$ cat src/rtl/ysyx_22041461_shift_defs.sv
// Shared encodings for the EXU shift path: op codes and sequencer FSM states.
// The EXU decode uses the same op constants when it issues to the shift sequencer.
// Encodings 6 and 7 are reserved ops and produce a zero result.
package ysyx_22041461_shift_defs;

  typedef enum logic [2:0] {
    SHOP_SLL  = 3'd0,
    SHOP_SRL  = 3'd1,
    SHOP_SRA  = 3'd2,
    SHOP_SLLW = 3'd3,
    SHOP_SRLW = 3'd4,
    SHOP_SRAW = 3'd5
  } shop_e;

  typedef enum logic [1:0] {
    ST_IDLE = 2'd0,
    ST_BUSY = 2'd1,
    ST_DONE = 2'd2
  } shst_e;

  // True for the 32-bit W variants, whose results are sign-extended from bit 31.
  function automatic logic f_is_wop(input logic [2:0] op);
    return (op == SHOP_SLLW) || (op == SHOP_SRLW) || (op == SHOP_SRAW);
  endfunction

endpackage

$ cat src/rtl/ysyx_22041461_shift_step.sv
// Narrow shift stage: shifts a 64-bit word by at most STEP bits.
// Combinational, zero latency.
// No handshake; the sequencer supplies a new word every cycle.
module ysyx_22041461_shift_step #(
  parameter int STEP = 8,
  parameter int NW   = $clog2(STEP) + 1
) (
  input  logic [63:0]   i_work,
  input  logic [NW-1:0] i_n,
  input  logic          i_left,
  input  logic          i_arith,
  output logic [63:0]   o_word
);

  // Select the shift direction; arith right replicates bit 63.
  always_comb begin
    if (i_left)
      o_word = i_work << i_n;
    else if (i_arith)
      o_word = $unsigned($signed(i_work) >>> i_n);
    else
      o_word = i_work >> i_n;
  end

endmodule

$ cat src/rtl/ysyx_22041461_shift_seq.sv
// Multi-cycle RV64 shifter: iterates a STEP-bit stage until the shift amount is consumed.
// Latency: ceil(shamt/STEP)+1 cycles from accept to out_valid (1 cycle for zero shift).
// Backpressure: the result is held stable in DONE until out_ready; no new accept until then.
import ysyx_22041461_shift_defs::*;

module ysyx_22041461_shift_seq #(
  parameter int STEP = 8
) (
  input  logic        clk,
  input  logic        rst,
  input  logic        flush,
  input  logic        in_valid,
  output logic        in_ready,
  input  logic [2:0]  in_op,
  input  logic [63:0] in_src1,
  input  logic [5:0]  in_shamt,
  output logic        out_valid,
  input  logic        out_ready,
  output logic [63:0] out_result,
  output logic        busy
);

  localparam int NW = $clog2(STEP) + 1;

  shst_e       r_state;
  logic [2:0]  r_op;
  logic [5:0]  r_rem;
  logic [63:0] r_work;

  logic          w_in_w;
  logic          w_in_rsv;
  logic [5:0]    w_eff_shamt;
  logic [63:0]   w_load;
  logic          w_left;
  logic          w_arith;
  logic [5:0]    w_n6;
  logic [NW-1:0] w_n;
  logic [63:0]   w_step;

  // Request-side decode: effective shift amount and the initial work word.
  always_comb begin
    w_in_w   = f_is_wop(in_op);
    w_in_rsv = (in_op > SHOP_SRAW);
    if (w_in_rsv)
      w_eff_shamt = 6'd0;
    else if (w_in_w)
      w_eff_shamt = {1'b0, in_shamt[4:0]};
    else
      w_eff_shamt = in_shamt;
    case (in_op)
      SHOP_SLL, SHOP_SRL, SHOP_SRA, SHOP_SLLW: w_load = in_src1;
      SHOP_SRLW: w_load = {32'b0, in_src1[31:0]};
      SHOP_SRAW: w_load = {{32{in_src1[31]}}, in_src1[31:0]};
      default:   w_load = 64'd0;
    endcase
  end

  // Per-step control from the latched op: direction, arith flag, n = min(rem, STEP).
  always_comb begin
    w_left  = (r_op == SHOP_SLL) || (r_op == SHOP_SLLW);
    w_arith = (r_op == SHOP_SRA) || (r_op == SHOP_SRAW);
    w_n6    = (r_rem > 6'(STEP)) ? 6'(STEP) : r_rem;
    w_n     = w_n6[NW-1:0];
  end

  ysyx_22041461_shift_step #(
    .STEP (STEP),
    .NW   (NW)
  ) u_step (
    .i_work  (r_work),
    .i_n     (w_n),
    .i_left  (w_left),
    .i_arith (w_arith),
    .o_word  (w_step)
  );

  // Sequencer FSM: accept, step until rem is exhausted, hold result until consumed.
  always_ff @(posedge clk or posedge rst) begin
    if (rst) begin
      r_state <= ST_IDLE;
      r_op    <= 3'd0;
      r_rem   <= 6'd0;
      r_work  <= 64'd0;
    end else if (flush) begin
      r_state <= ST_IDLE;
    end else begin
      case (r_state)
        ST_IDLE: begin
          if (in_valid) begin
            r_op    <= in_op;
            r_rem   <= w_eff_shamt;
            r_work  <= w_load;
            r_state <= (w_eff_shamt == 6'd0) ? ST_DONE : ST_BUSY;
          end
        end
        ST_BUSY: begin
          r_work <= w_step;
          r_rem  <= r_rem - w_n6;
          if (r_rem == w_n6)
            r_state <= ST_DONE;
        end
        ST_DONE: begin
          if (out_ready)
            r_state <= ST_IDLE;
        end
        default: r_state <= ST_IDLE;
      endcase
    end
  end

  // Handshake flags come from registered state only; W results sign-extend bit 31.
  always_comb begin
    in_ready   = (r_state == ST_IDLE);
    out_valid  = (r_state == ST_DONE);
    busy       = (r_state == ST_BUSY) || (r_state == ST_DONE);
    out_result = f_is_wop(r_op) ? {{32{r_work[31]}}, r_work[31:0]} : r_work;
  end

endmodule

$ cat config.mk
export PLATFORM = sky130hd
export DESIGN_NAME = ysyx_22041461_shift_seq
export DESIGN_NICKNAME = d
export VERILOG_FILES = /design/src/rtl/ysyx_22041461_shift_defs.sv /design/src/rtl/ysyx_22041461_shift_step.sv /design/src/rtl/ysyx_22041461_shift_seq.sv
export SDC_FILE = /design/constraint.sdc
export NUM_CORES = 1
export LEC_CHECK = 0
export BUFFER_PORTS_ARGS = -buffer_cell sky130_fd_sc_hd__buf_2
export CAP_MARGIN = 20
export CORE_MARGIN = 4
export CORE_UTILIZATION = 45
export DETAILED_ROUTE_END_ITERATION = 6
export PLACE_DENSITY_LB_ADDON = 0.12
export REMOVE_ABC_BUFFERS = 1
export SLEW_MARGIN = 20
export SYNTH_ARGS = -nofsm -noshare
export SYNTH_HDL_FRONTEND = slang
export SYNTH_SLANG_ARGS = --single-unit
$ cat constraint.sdc
create_clock -name clk -period 6.75 [get_ports clk]
set_input_delay 1.0125 -clock clk [delete_from_list [all_inputs] [get_ports clk]]
set_output_delay 1.0125 -clock clk [all_outputs]
set_load 0.01 [all_outputs]
### Yosys cells after proc, flatten, opt, wreduce, memory -nomap -nowiden

Cells that the tools add are included.
Widths: inputs -> output; s select.

* register bits after elaboration: 75
* bits of input ports: 78
* output and inout bits: 67
* word-level logic and storage cells: 60

* $add $sub $neg: 1
* $lt $le $gt $ge: 2
* equal/unequal tests: 16
* shifts and indexed selects: 3
* multiplexer cells: 17
* bitwise logic cells: 1
* reductions and logical operators: 16

Operator list (count)
* $mux 64: 4
* $pmux 64 s3: 1
* $pmux 64 s2: 1
* $shl 64x4->64: 1
* $shr 64x4->64: 1
* $sshr 64x4->64: 1
* $mux 6: 4
* $eq 3x2->1 const B: 4
* $eq 3x3->1 const B: 4
* $pmux 6 s2: 1
* $mux 2: 5
* $reduce_and 3->1: 3
* $logic_or 1x1->1: 7
* $eq 6x6->1: 1
* $gt 6x4->1 const B: 1
* $logic_not 3->1: 2
* $logic_not 6->1: 1
* $ne 3x3->1 const B: 2
* $pmux 2 s3: 1
* $sub 6x6->6: 1
* $reduce_or 4->1: 1
* $eq 3x1->1 const B: 1
* $gt 3x3->1 const B: 1
* $ne 3x2->1 const B: 1
* 6 further kinds: 6

### Longest topological paths before layout

* depth in word-level cells: 10
* mapped depth: 11
* mapped depth without buffers: 8

### Modules after synthesis

From an unflattened synthesis, not the netlist that was laid out.

* cell total of the unflattened synthesis: 1341
* area, all modules: 10882.9 µm²

Modules (own cells, without submodules)
* ysyx_22041461_shift_step: times used 1, cells an instance 794, area each 6261.0 µm², sequential area each 0.0 µm²
* ysyx_22041461_shift_seq: times used 1, cells an instance 547, area each 4621.9 µm², sequential area each 1876.8 µm²

### Worst setup path before layout

OpenSTA, ideal clock, no wires.

* path kind: register -> output
* from: register r_op[2]
* to: output port out_result[33]
* data arrival time: 1418 ps
* data required time: 5738 ps
* slack: 4320 ps
* stages on the path, launching flop included: 6
* path buffers: 2
* cell sequence: dfrtp_1 clkbuf_1 mux2i_1 nand2_1 clkbuf_1 o21ai_0

* word-level cells in the longest chain between the ends: 4
* elaborated cells on any way between the ends: 6
* classes of those cells: eq/ne (3); mux (1); reduce/logical (2)

Ends and longest elaborated chain
* start, declared: line ysyx_22041461_shift_seq.sv:26 `logic [2:0] r_op;`
* start signal, assigned: line ysyx_22041461_shift_seq.sv:90 `r_op <= in_op;`
* $eq 3x2->1 or $eq 3x3->1 (tied branches): line ysyx_22041461_shift_defs.sv:23 `return (op == SHOP_SLLW) || (op == SHOP_SRLW) || (op == SHOP_SRAW);`
* $logic_or 1x1->1: line ysyx_22041461_shift_defs.sv:23
* $logic_or 1x1->1 (*): line ysyx_22041461_shift_defs.sv:23
* $mux 64 (*): line ysyx_22041461_shift_seq.sv:116 `out_result = f_is_wop(r_op) ? {{32{r_work[31]}}, r_work[31:0]} : r_work;`
* end, declared: line ysyx_22041461_shift_seq.sv:19 `output logic [63:0] out_result,`

Every way passes the cells marked *; elsewhere a longest branch is shown, timed or not.

### Worst setup path in the final report

* from: register r_rem[1]
* to: register r_work[35]

* word-level cells in the longest chain between the ends: 6
* elaborated cells on any way between the ends: 8
* classes of those cells: order compare (1); shift (3); mux (4)

Ends and longest elaborated chain
* start, declared: line ysyx_22041461_shift_seq.sv:27 `logic [5:0] r_rem;`
* start signal, assigned: line ysyx_22041461_shift_seq.sv:91 `r_rem <= w_eff_shamt;`
* start signal, assigned: line ysyx_22041461_shift_seq.sv:98 `r_rem <= r_rem - w_n6;`
* $gt 6x4->1: line ysyx_22041461_shift_seq.sv:62 `w_n6 = (r_rem > 6'(STEP)) ? 6'(STEP) : r_rem;`
* $mux 6 (*): line ysyx_22041461_shift_seq.sv:62
* $shr 64x4->64 or $sshr 64x4->64 (tied branches): line ysyx_22041461_shift_step.sv:22, ysyx_22041461_shift_step.sv:20
* $mux 64: line ysyx_22041461_shift_step.sv:19 `else if (i_arith)`
* $mux 64 (*): line ysyx_22041461_shift_step.sv:17 `if (i_left)`
* $pmux 64 s2 (*): line ysyx_22041461_shift_seq.sv:87 `case (r_state)`
* end signal, assigned: line ysyx_22041461_shift_seq.sv:92 `r_work <= w_load;`
* end signal, assigned: line ysyx_22041461_shift_seq.sv:97 `r_work <= w_step;`
* end, declared: line ysyx_22041461_shift_seq.sv:28 `logic [63:0] r_work;`

Marked as above.
A chain may end at the register's enable or synchronous reset.

==> qor.txt <==
Std cell rows -> 59
Avg WL per Cell -> 28.1 µm
Max Slew Vio Count -> 0
Total power -> 7.83 mW
CP max stage cell -> or4b_4
Clock transition at path regs -> 0.07 ns
Clock latency on the worst-skew pair -> 0.36 ns
TritonRoute pass-1 iters -> 6
Multi-input logic area -> 8610 µm²
Critical Path AT -> 3.97 ns
Number of global-route vias before repair -> 13.3k
Hold WS -> 0.556 ns
Cell Count, Final, Fillers Out -> 1992
CTS root buf -> clkbuf_16
Yosys warning count -> 0
Cell area after synthesis -> 11800 µm²
Share of cells above drive strength 1 -> 14.7%
RSZ-0062 raised after global routing -> no
Post-CTS setup buffers -> 0
Die width -> 170 µm
CTS tree -> yes
Core ar. -> 25900 µm²
TritonCTS buffer count -> 9
Pleak -> 4.90 nW
WHS Endpoint -> r_state[0]$_DFFE_PP0P_
Hold path start -> r_state[0]$_DFFE_PP0P_
Sequential element share of the synthesized area -> 15.9%
Final setup margin -> 3.02 ns
Setup TNS -> 0 ns
# H-tree levels -> 3
Syn Inst Count -> 1729
Critical Path Most Common Cell -> o21ai_0
Prevailing post-synth register cell -> dfrtp_1
IR drop worst, VDD -> 522 µV
IO buf count -> 144
Vias per cell -> 7.46
Unique masters post-synth -> 84
Crit path kind -> reg2reg
Cell Chain, Critical Path -> or4b_4 -> buf_4 -> and2_1 -> o22ai_1 -> o21ai_0 -> o21ai_0 -> o221ai_1
Cells after DPL -> 1976
N_diodes -> 0
Fill count -> 2698
Critical Path RT -> 7.00 ns
Routed WL -> 55.9 mm
Post-route minimum period -> 3.73 ns
Worst path max stage delay -> 0.93 ns
Flops & latches, synth -> 75
R2r endpoint -> r_work[35]$_DFFE_PP0P_
Critical path capture point type -> flip-flop
WHS Path Cells -> 2
Count of cells resized by post-cts repair -> 0
Tcrit/Tclk final -> 55.2%
Max-Cap Viols -> 0
Max-slew headroom -> 21.9%
Critical path launch point type -> flip-flop
# DRC -> 0
Critical Path Fanout Max -> 68
R2r setup slk -> 3.02 ns
Ys async rst share -> 100%
Tot GR Track Use -> 36.7%
Design Area, Final -> 12300 µm²
Routability congestion estimate -> 0.982
Boundary pin count -> 145
Dpl ws -> 3.24 ns
# clock sinks -> 75
First-pass GRT wire length -> 83.6 mm
Total gr overflow -> 0
Number of synthesized flops with an enable pin -> 0
Hold crit path type -> reg2reg
Outcome -> finished clean
R2r startpoint -> r_rem[1]$_DFFE_PP0P_
Vias -> 14.9k
Worst slew pin tran -> 1.16 ns
Initial antenna violation count -> 1
Fmax -> 268 MHz
Max clock buf depth -> 2
Final Hold Fails -> 0
Post-DRT Antenna Nets -> 0
Max Clock Skew -> 0.0145 ns
Die Ht -> 170 µm
Dpl hpwl -> 36.2 mm
Largest net degree at the start of global routing -> 102
Final nets -> 1733
Die area -> 28900 µm²
Final Util -> 47.6%
Pwr dens -> 635 nW/µm²
Final setup viols -> 0
Cell depth of the worst flop-to-flop path -> 7
Placement Cell Area -> 12000 µm²
Starting Density -> 45.6%
Register area -> 1880 µm²
Hold_buf cts -> 0
Layout area overhead -> 4.41%
DRT iter0 DRCs -> 2980
Synthesized area per cell -> 6.83 µm²
## final cells by class
class / instances / area share (%)
Sequential cell: 75 / 15.3
Timing Repair Buffer: 172 / 7.66
Inverter: 40 / 1.23
Clock buffer: 9 / 1.83
Multi-Input combinational cell: 1354 / 69.9
Clock inverter: 7 / 0.751
Tap cell: 335 / 3.40
## power breakdown
group	switching, mW	internal, mW
sequential	0.706	0.640
combinational	3.96	1.96
clock	0.244	0.324
## worst max path at each step
stage / from / endpoint / slack [ns] / cells past startpoint
4_1_cts: r_rem[1]$_DFFE_PP0P_ / r_work[40]$_DFFE_PP0P_ / 3.23 / 7
6_report: r_rem[1]$_DFFE_PP0P_ / r_work[35]$_DFFE_PP0P_ / 3.02 / 7
3_3_place_gp: r_rem[1]$_DFFE_PP0P_ / r_work[24]$_DFFE_PP0P_ / 3.28 / 6
2_1_floorplan: r_rem[0]$_DFFE_PP0P_ / r_work[46]$_DFFE_PP0P_ / -0.69 / 6
5_1_grt: r_rem[3]$_DFFE_PP0P_ / r_work[35]$_DFFE_PP0P_ / 2.84 / 7
3_5_place_dp: r_rem[1]$_DFFE_PP0P_ / r_work[24]$_DFFE_PP0P_ / 3.24 / 6
## layer usage
layer / vias up / global-route usage (%) / part of all wire, %
li1: 6323 / - / -
met4: 2 / 16.0 / 5.3
met1: 7023 / 51.2 / 39
met5: - / 0 / 0.020
met3: 256 / 7.71 / 13
met2: 1252 / 54.8 / 43
## sequential cells by signal, indices dropped and copies added, names as in the netlist
name	count
r_rem	6
r_state	2
r_op	3
r_work	64
## worst max-delay path, delay by kind of cell (launching register included)
kind / cells / cell delay [ns]
AOI/OAI and AO/OA: 4 / 1.01
buffers and inverters: 1 / 0.66
DFF: 1 / 0.72
and+or+nand+nor: 2 / 1.14
## cells in the mapped netlist, types with 9 or more instances
cell / n / area share [%]
and3_1: 12 / 0.64
o31ai_1: 12 / 0.76
o2bb2ai_1: 10 / 0.74
o21ai_0: 124 / 5.3
mux2i_1: 114 / 9.7
a31oi_1: 30 / 1.6
nor3_1: 44 / 1.9
nand2_1: 211 / 6.7
o2111ai_1: 9 / 0.67
a21oi_1: 204 / 8.7
mux2_2: 20 / 1.9
clkbuf_1: 128 / 4.1
o22ai_1: 32 / 1.7
nand3_1: 54 / 2.3
o211ai_1: 45 / 2.9
a211oi_1: 64 / 4.1
a211o_1: 17 / 1.3
inv_1: 40 / 1.3
buf_1: 27 / 0.86
nand2b_1: 12 / 0.64
nor2_1: 97 / 3.1
nand4_1: 13 / 0.69
a2bb2oi_1: 21 / 1.6
buf_2: 58 / 2.5
buf_4: 41 / 2.6
dfrtp_1: 75 / 16
a221oi_1: 17 / 1.3
a21o_1: 10 / 0.64
or3_1: 9 / 0.48
o221ai_1: 14 / 1.0
## placed cells by master (no fill, tap or decap), types with 6 or more instances in the layout
cell       synthesis  layout
o31ai_1           12      12
a21oi_1          204     202
a31oi_1           30      30
or3_1              9       8
o2bb2ai_1         10      10
o2111ai_1          9       9
a211o_1           17      17
nand4_1           13      13
o22ai_1           32      32
nand2_1          211     211
o21ai_0          124     124
buf_2             58     144
a221oi_1          17      17
dfrtp_1           75      72
nand3_1           54      54
a221o_1            7       7
buf_4             41      27
mux2_2            20      20
inv_1             40      39
nor2_1            97      96
nor2b_1            8       8
and3_1            12      12
clkbuf_16          0       9
and2_1             6       6
nand2b_1          12      12
o211a_1            7       7
nor3_1            44      44
a311oi_1           6       6
a211oi_1          64      64
o211ai_1          45      45
o311ai_0           8       8
a2bb2oi_1         21      21
o221ai_1          14      14
a21o_1            10       9
mux2i_1          114     113
## cell families after synthesis
group                    count (synthesis)  share of synthesized area (%)
adder cells (fa/ha/maj)                  3                          0.318
AND/OR/NAND/NOR                        502                           19.9
flip-flops                              75                           15.9
AO/OA/AOI/OAI                          711                           40.0
buffers and inverters                  300                           11.8
XOR/XNOR                                 1                         0.0742
multiplexers                           137                           12.1
No activity file was read; power rests on OpenSTA's default activity.
